--- src/rtl/bin2bcd_pkg.sv ---
// Shared types and constants for the sequential double-dabble converter.
package bin2bcd_pkg;

  typedef enum logic [1:0] {
    IDLE = 2'd0,
    OP   = 2'd1,
    DONE = 2'd2
  } state_e;

  localparam logic [3:0] BCD_ADJ_THRESH = 4'd5;
  localparam logic [3:0] BCD_ADJ_ADD    = 4'd3;

  // Width of a counter that must hold the value bin_w.
  function automatic int cnt_width(input int bin_w);
    return $clog2(bin_w + 1);
  endfunction

endpackage

--- src/rtl/bcd_digit_adj.sv ---
// Double-dabble digit correction: add 3 when the digit is 5 or more.
module bcd_digit_adj
  import bin2bcd_pkg::*;
(
  input  logic [3:0] digit_i,
  output logic [3:0] digit_o
);

  assign digit_o = (digit_i >= BCD_ADJ_THRESH) ? digit_i + BCD_ADJ_ADD : digit_i;

endmodule

--- src/rtl/bin2bcd_seq.sv ---
// Sequential binary-to-BCD converter, one bit per clock.
// Optional leading-zero blank mask enabled by BCD_LEADING_ZERO_BLANK_EN.
//
// state | meaning
// IDLE  | ready, waiting for start
// OP    | adjust digits and shift one bit per cycle
// DONE  | one-cycle done_tick, bcd already updated
module bin2bcd_seq
  import bin2bcd_pkg::*;
#(
  parameter int BIN_W      = 20,
  parameter int BCD_DIGITS = 7
) (
  input  logic                    clk,
  input  logic                    reset_n,
  input  logic                    start,
  input  logic [BIN_W-1:0]        bin,
  output logic                    ready,
  output logic                    done_tick,
  output logic [4*BCD_DIGITS-1:0] bcd,
  output logic [BCD_DIGITS-1:0]   blank
);

  localparam int CNT_W = cnt_width(BIN_W);
  localparam int DIG_W = 4 * BCD_DIGITS;

  state_e             state_q, state_d;
  logic [BIN_W-1:0]   shift_q, shift_d;
  logic [DIG_W-1:0]   dig_q, dig_d;
  logic [DIG_W-1:0]   dig_adj;
  logic [CNT_W-1:0]   cnt_q, cnt_d;
  logic [DIG_W-1:0]   bcd_q, bcd_d;

  for (genvar g = 0; g < BCD_DIGITS; g++) begin : g_adj
    bcd_digit_adj u_adj (
      .digit_i (dig_q[4*g +: 4]),
      .digit_o (dig_adj[4*g +: 4])
    );
  end

  always_ff @(posedge clk or negedge reset_n) begin
    if (!reset_n) begin
      state_q <= IDLE;
      shift_q <= '0;
      dig_q   <= '0;
      cnt_q   <= '0;
      bcd_q   <= '0;
    end else begin
      state_q <= state_d;
      shift_q <= shift_d;
      dig_q   <= dig_d;
      cnt_q   <= cnt_d;
      bcd_q   <= bcd_d;
    end
  end

  always_comb begin
    state_d = state_q;
    shift_d = shift_q;
    dig_d   = dig_q;
    cnt_d   = cnt_q;
    bcd_d   = bcd_q;
    case (state_q)
      IDLE: begin
        if (start) begin
          shift_d = bin;
          dig_d   = '0;
          cnt_d   = CNT_W'(BIN_W);
          state_d = OP;
        end
      end
      OP: begin
        // The top digit's MSB falls off; the digit count guarantees it stays 0.
        {dig_d, shift_d} = {dig_adj[DIG_W-2:0], shift_q, 1'b0};
        cnt_d = cnt_q - CNT_W'(1);
        if (cnt_q == CNT_W'(1)) begin
          bcd_d   = {dig_adj[DIG_W-2:0], shift_q[BIN_W-1]};
          state_d = DONE;
        end
      end
      DONE: state_d = IDLE;
      default: state_d = IDLE;
    endcase
  end

  assign ready     = (state_q == IDLE);
  assign done_tick = (state_q == DONE);
  assign bcd       = bcd_q;

`ifdef BCD_LEADING_ZERO_BLANK_EN
  logic zero_run;
  always_comb begin
    blank    = '0;
    zero_run = 1'b1;
    for (int k = BCD_DIGITS - 1; k >= 1; k--) begin
      zero_run = zero_run && (bcd_q[4*k +: 4] == 4'd0);
      blank[k] = zero_run;
    end
  end
`else
  assign blank = '0;
`endif

endmodule

--- config.mk ---
export PLATFORM = sky130hd
export DESIGN_NAME = bin2bcd_seq
export DESIGN_NICKNAME = d
export VERILOG_FILES = /design/src/rtl/bin2bcd_pkg.sv /design/src/rtl/bcd_digit_adj.sv /design/src/rtl/bin2bcd_seq.sv
export SDC_FILE = /design/constraint.sdc
export NUM_CORES = 1
export LEC_CHECK = 0
export ABC_CLOCK_PERIOD_IN_PS = 1800
export CORE_UTILIZATION = 55
export DETAILED_ROUTE_END_ITERATION = 10
export DONT_BUFFER_PORTS = 1
export MAX_ROUTING_LAYER = met4
export PLACE_DENSITY = 0.72
export SLEW_MARGIN = 20
export SYNTH_ARGS = -nofsm -noshare
export SYNTH_HDL_FRONTEND = slang
export SYNTH_SLANG_ARGS = --single-unit
--- constraint.sdc ---
create_clock -name clk -period 1.8 [get_ports clk]
set_input_delay 0.54 -clock clk [delete_from_list [all_inputs] [get_ports clk]]
set_output_delay 0.54 -clock clk [all_outputs]
set_load 0.02 [all_outputs]
==> results of run 1 <==
==> placed cells by master (no fill, tap or decap), drive strengths merged <==
cell | synthesis | routed
mux2 | 14 | 14
o21ai | 72 | 72
o21bai | 1 | 1
xnor2 | 9 | 9
nand2b | 9 | 9
or4 | 1 | 1
a31oi | 7 | 7
buf | 16 | 11
nor4b | 1 | 1
nor4 | 1 | 1
conb | 1 | 7
nand2 | 38 | 38
bufinv | 0 | 2
clkbuf | 15 | 9
clkinvlp | 0 | 2
nor2b | 22 | 22
nor3 | 7 | 7
or3b | 7 | 7
nor3b | 6 | 6
a21oi | 40 | 40
inv | 17 | 18
clkinv | 1 | 3
nor2 | 3 | 3
nand3b | 1 | 1
dfrtp | 83 | 83
a22o | 8 | 8
ha | 16 | 16
a22oi | 19 | 19
==> metal layers <==
metal | track usage | vias up | routed length, um
met5 | - | - | 0
met4 | 0.0821 | 0 | 87
met3 | 0.0662 | 6 | 486
met2 | 0.386 | 81 | 4070
met1 | 0.284 | 1417 | 3710
li1 | - | 1430 | -
==> what timing repair did <==
item,CTS,global route
resized for setup,1,4
endpoints found under the hold margin,83,83
setup buffers,1,0
endpoints found under the setup margin,1,4
==> through the flow <==
| stage | utilization | hold slack (ns) | setup WS (ns) | instance area, um^2 | std cells |
|---|---|---|---|---|---|
| 2_1_floorplan | - | 0.244 | 0.0927 | 4160 | 421 |
| 3_3_place_gp | 0.580 | 0.247 | 0.189 | 4210 | 500 |
| 3_5_place_dp | 0.580 | 0.247 | 0.133 | 4210 | 500 |
| 4_1_cts | 0.612 | -0.146 | 0.00264 | 4440 | 517 |
| 5_1_grt | 0.613 | -0.163 | 0.00637 | 4450 | 516 |
| 6_report | 0.613 | -0.129 | 0.0907 | 4450 | 516 |
==> registers in the layout, summed over array words and instances (netlist names) <==
register / cells
cnt_q: 5
bcd: 28
shift_q: 20
state_q: 2
dig_q: 28
==> worst min path at each step <==
stage,start,end,slack (ns)
floorplan,reset_n,bcd[0],0.24
global placement,reset_n,shift_q[2],0.25
detailed placement,reset_n,shift_q[2],0.25
CTS,reset_n,shift_q[11],-0.15
global route,reset_n,shift_q[11],-0.16
finish,reset_n,shift_q[2],-0.13
==> final cells by class <==
class,count,area (um^2)
inverters,18,72.6
multi-input cells,289,1850
repair buffers,11,95.1
flip-flops and latches,83,2080
well taps,99,124
fillers,611,2810
clock inverters,7,101
clock buffers,9,124
==> power breakdown <==
part           internal (mW)  switching [mW]  total [mW]
logic                   1.50            1.82        3.32
clock network          0.790           0.705        1.50
registers               2.70            1.13        3.83
==> cell families (layout without fill, tap and decap cells) <==
kind of cell	count (synthesis)	after routing	share of synthesized area
compound gates	147	147	0.199
xor+xnor	9	9	0.0191
fa+ha+maj	16	16	0.0484
buf+inv	49	45	0.0602
flops	83	83	0.502
mux	14	14	0.0390
other cells	1	7	0.000907
simple gates	96	96	0.131
==> metrics, run 1 <==
status finished, violations left; failing checks hold timing; CP Cell Sequence nor2b_2 -> buf_4; crit path from state_q[1]; Post-synth EDFFs 0; reg-to-reg endpoint bcd[18]; top-count cell post-synth dfrtp_1; gr ovfl total 0; Core Area 7250 um^2; register area share after synthesis 0.502; Setup violations, final 0; FF+latch count, synth 83; Crit path max-delay family flip-flops; WHS -0.129 ns; Netlist Area Pre-Place 4140 um^2; die height 88.7 um; Power Total between 8 and 9 mW; CTS sink cnt 83; PwrDens a little under 2000 nW/um^2; Reg clk slew, reported paths 0.09 ns; Synth top cells by count 83 x dfrtp_1, 71 x o21ai_0, 40 x a21oi_1, 37 x nand2_1, 22 x nor2b_1; drt first pass iters 4; Cells after Synth 415; critical path class register to output port; Worst Clk Skew ~0.014 ns; Leakage Power between 1.5 and 2 nW; drt drc 0; final slew viol count 0; CTS tree done; Post-DRT Antenna Nets 0; wirelength, routed 8350 um; post-DP HPWL between 5000 and 6000 um; VDD IR-drop max about 0.00098 V; CP Capture Type output port; Worst-Skew Late Latency approximately 0.36 ns; CP Buf/Inv Count 1; fraction of layout cells with a size suffix above 1 0.139; Hold Crit Class primary input to async pin; period utilisation layout 0.950; Crit. path cell count 2; first-pass GRT wire length around 13000 um; asr flop ratio synth 1.00; number of H-tree levels 3; syn_area_per_cell 9.97 um^2; Rows 31; DRT iter0 DRCs around 160; worst reg2reg path depth 6; largest net degree at the start of global routing between 80 and 90; largest stage delay on the critical path approximately 0.48 ns; routed vias/inst between 5 and 6; Final Net Count between 400 and 500; Total GRT Usage 0.237; setup total negative slack 0 ns; routability congestion estimate between 0.7 and 0.8; Initial Utilization 0.570; post-synth top area cell dfrtp_1; RSZ-0062 raised after global routing no; Area Overhead vs Synth 7.47%; share of the synthesized area in the top cell type 0.502; Max Clock Freq 585 MHz; Final Hold Viols between 80 and 90; CTS buffer count 9; crit path max-delay cell type dfrtp_2; Ports 60; total of max-cap violations 0; WL/cell 16.2 um; Synth Flop Type dfrtp_1; I/O Buffers 0; initial antenna violation count 0; Vias 2934; ranking of synthesized cells by area dfrtp_1 50%, o21ai_0 8.6%, a21oi_1 4.8%; r2r startpoint dig_q[17]; Critical Path Sink done_tick; Die X slightly below 90 um; die area 7870 um^2; Netlist cell types 34; maximum clock path buffer count 2; CTS Root Cell clkbuf_8; Final Critical Period 1.71 ns; antenna diode count 0; crit path DAT approximately 1.2 ns; r2r setup slk 0.13 ns; synth warn 0; vias in the first global route around 2800; CP Max Fanout 9; Worst Setup Start Kind register; Worst EP required approximately 1.3 ns
No activity file was read; power rests on OpenSTA's default activity.
==> run 2, diff against run 1 <==
--- a/config.mk
+++ b/config.mk
@@ -5,12 +5,13 @@
 export SDC_FILE = /design/constraint.sdc
 export NUM_CORES = 1
 export LEC_CHECK = 0
-export ABC_CLOCK_PERIOD_IN_PS = 1800
+export ABC_CLOCK_PERIOD_IN_PS = 1900
 export CORE_UTILIZATION = 55
+export CTS_BUF_LIST = sky130_fd_sc_hd__clkbuf_16
 export DETAILED_ROUTE_END_ITERATION = 10
 export DONT_BUFFER_PORTS = 1
 export MAX_ROUTING_LAYER = met4
-export PLACE_DENSITY = 0.72
+export PLACE_DENSITY = 0.69
 export SLEW_MARGIN = 20
 export SYNTH_ARGS = -nofsm -noshare
 export SYNTH_HDL_FRONTEND = slang
==> constraint.sdc (replaced) <==
create_clock -name clk -period 1.9 [get_ports clk]
set_input_delay 0.57 -clock clk [delete_from_list [all_inputs] [get_ports clk]]
set_output_delay 0.57 -clock clk [all_outputs]
set_load 0.02 [all_outputs]
==> metrics, run 2 (synthesis gave the netlist of run 1 again) <==
met3 Usage GRT 0.0550 (was 0.0662); Seq pwr share 0.430 (was 0.443); wirelength, routed 8170 um (was 8350 um); Most Used Layer, Global Route met2 (unchanged); Clk pwr share 0.200 (was 0.173); number of fill cells in the layout 637 (was 611); WL/cell 15.8 um (was 16.2 um); post-DP HPWL 5430 um (was 5440 um); Max Clock Freq roughly 560 MHz; I/O Buffers 0 (unchanged); CP Max Fanout 10 (was 9); cts repair resizes 0 (was 1); total of max-cap violations 0 (unchanged); number of H-tree levels 3 (unchanged); crit path DAT 1.21 ns (was 1.17 ns); RSZ-0062 raised after global routing no (unchanged); die area 7870 um^2 (unchanged); antenna diode count 0 (unchanged); fraction of layout cells with a size suffix above 1 0.124 (was 0.139); multi-input logic area 1840 um^2 (was 1850 um^2); slack of the critical path 0.120 ns (was 0.0907 ns); CP Capture Type output port (unchanged); routability congestion estimate 0.805 (was 0.795); Worst-Skew Late Latency 0.34 ns (was 0.36 ns); Post-DRT Antenna Nets 0 (unchanged); Hold Crit Class primary input to async pin (unchanged); drt drc 0 (unchanged); drt first pass iters 4 (unchanged); Die X 88.7 um (unchanged); CP Cell Sequence nor2_1 (was nor2b_2 -> buf_4); Crit path max-delay family flip-flops (unchanged); routed vias/inst 5.66 (was 5.69); initial antenna violation count 0 (unchanged); met1 GRT Util 0.277 (was 0.284); Rows 31 (unchanged); DRT iter0 DRCs 115 (was 161); Setup violations, final 0 (unchanged); vias in the first global route 2770 (was 2828); Initial Utilization 0.570 (unchanged); CTS buffer count 9 (unchanged); Post-Place Worst Slack 0.206 ns (was 0.133 ns); Worst EP required 1.33 ns (was 1.26 ns); VDD IR-drop max 0.000987 V (was 0.000978 V); Final Hold Viols 83 (unchanged); Sw Ratio 0.407 (was 0.422); CTS sink cnt 83 (unchanged); failing checks hold timing (unchanged); Final Net Count 452 (was 451); Leakage Power 1.96 nW (was 1.93 nW); commonest non-fill, non-tap cells in the layout 83 x dfrtp_1, 71 x o21ai_0, 40 x a21oi_1, 37 x nand2_1, 21 x nor2b_1 (was 81 x dfrtp_1, 71 x o21ai_0, 38 x a21oi_1, 37 x nand2_1, 20 x nor2b_1); Ports 60 (unchanged); Core Area 7250 um^2 (unchanged); CTS tree done (unchanged); Worst Setup Start Kind register (unchanged); Reg clk slew, reported paths 0.06 ns (was 0.09 ns); CP Buf/Inv Count 0 (was 1); final cell count without fillers 517 (was 516); Area Overhead vs Synth 8.50% (was 7.47%); largest net degree at the start of global routing 84 (unchanged); Vias 2924 (was 2934); WHS -0.0704 ns (was -0.129 ns); crit path max-delay cell type dfrtp_1 (was dfrtp_2); period utilisation layout 0.937; Internal 4.98 mW (was 4.99 mW); Post-CTS Setup Bufs 0 (was 1); first-pass GRT wire length 13100 um (was 13500 um); status finished, violations left (unchanged); Net Switching 3.42 mW (was 3.65 mW); M2 GR Usage 0.361 (was 0.386); Register Area 2080 um^2 (about the same); maximum clock path buffer count 2 (unchanged); largest stage delay on the critical path 0.48 ns (about the same); Final Critical Period about 1.8 ns; final slew viol count 0 (unchanged); most common cell after layout, fill and taps aside dfrtp_1 (unchanged); die height 88.7 um (unchanged); PwrDens 1870 nW/um^2 (was 1940 nW/um^2); Worst Clk Skew 0.00853 ns (was 0.0142 ns); Comb pwr share 0.370 (was 0.384); critical path class register to output port (unchanged); setup total negative slack 0 ns (unchanged); Total GRT Usage 0.228 (was 0.237); CTS Root Cell clkbuf_16 (was clkbuf_8); dpl cells 501 (was 500); Power Total 8.40 mW (was 8.64 mW); gr ovfl total 0 (unchanged)
run 2: layer usage:
| metal | vias up | routed length [um] |
|---|---|---|
| met5 | - | 0 |
| met4 | 0 | 156 |
| met3 | 12 | 489 |
| met2 | 75 | 3840 |
| met1 | 1401 | 3690 |
| li1 | 1436 | - |
run 2: cell type report:
class | count | share of cell area
flip-flops and latches | 83 | 0.463
well taps | 99 | 0.0276
multi-input cells | 289 | 0.410
clock inverters | 7 | 0.0134
inverters | 18 | 0.0162
clock buffers | 9 | 0.0502
repair buffers | 12 | 0.0201
run 2: power by group through the flow:
stage | Sequential, mW | Clock, mW | Combinational (mW)
after detailed placement | 3.63 | 0 | 3.13
after global routing | 3.72 | 1.77 | 3.54
after CTS | 3.62 | 1.70 | 3.13
final | 3.62 | 1.68 | 3.11
after global placement | 3.61 | 0 | 3.00
after floorplan | 3.39 | 0 | 2.57
run 2: path summary, 6_finish.rpt:
kind	cells past startpoint	endpoint	start	slack, ns
min in group clk	1	shift_q[0]	bin[0]	0.37
max in group asynchronous	0	dig_q[18]	reset_n	1.84
setup reg to reg	6	bcd[2]	dig_q[0]	0.20
hold / removal	0	shift_q[2]	reset_n	-0.07
setup / recovery	1	ready	state_q[0]	0.12
hold reg to reg	1	dig_q[25]	dig_q[25]	0.51
run 2: worst register-to-register path, cell delays in order, from the launching register on:
cell,delay (ns)
dfrtp_1,0.43
inv_1,0.09
ha_1,0.21
nand2b_1,0.09
a21oi_1,0.25
mux2_2,0.38
o21ai_0,0.17
run 2: through the flow:
| step | hold slack (ns) | cell area, um^2 | utilization |
|---|---|---|---|
| after global placement | 0.278 | 4200 | 0.579 |
| after floorplan | 0.274 | 4160 | - |
| after detailed placement | 0.278 | 4200 | 0.579 |
| after global routing | -0.0813 | 4490 | 0.619 |
| final | -0.0704 | 4490 | 0.619 |
| after CTS | -0.0779 | 4490 | 0.619 |
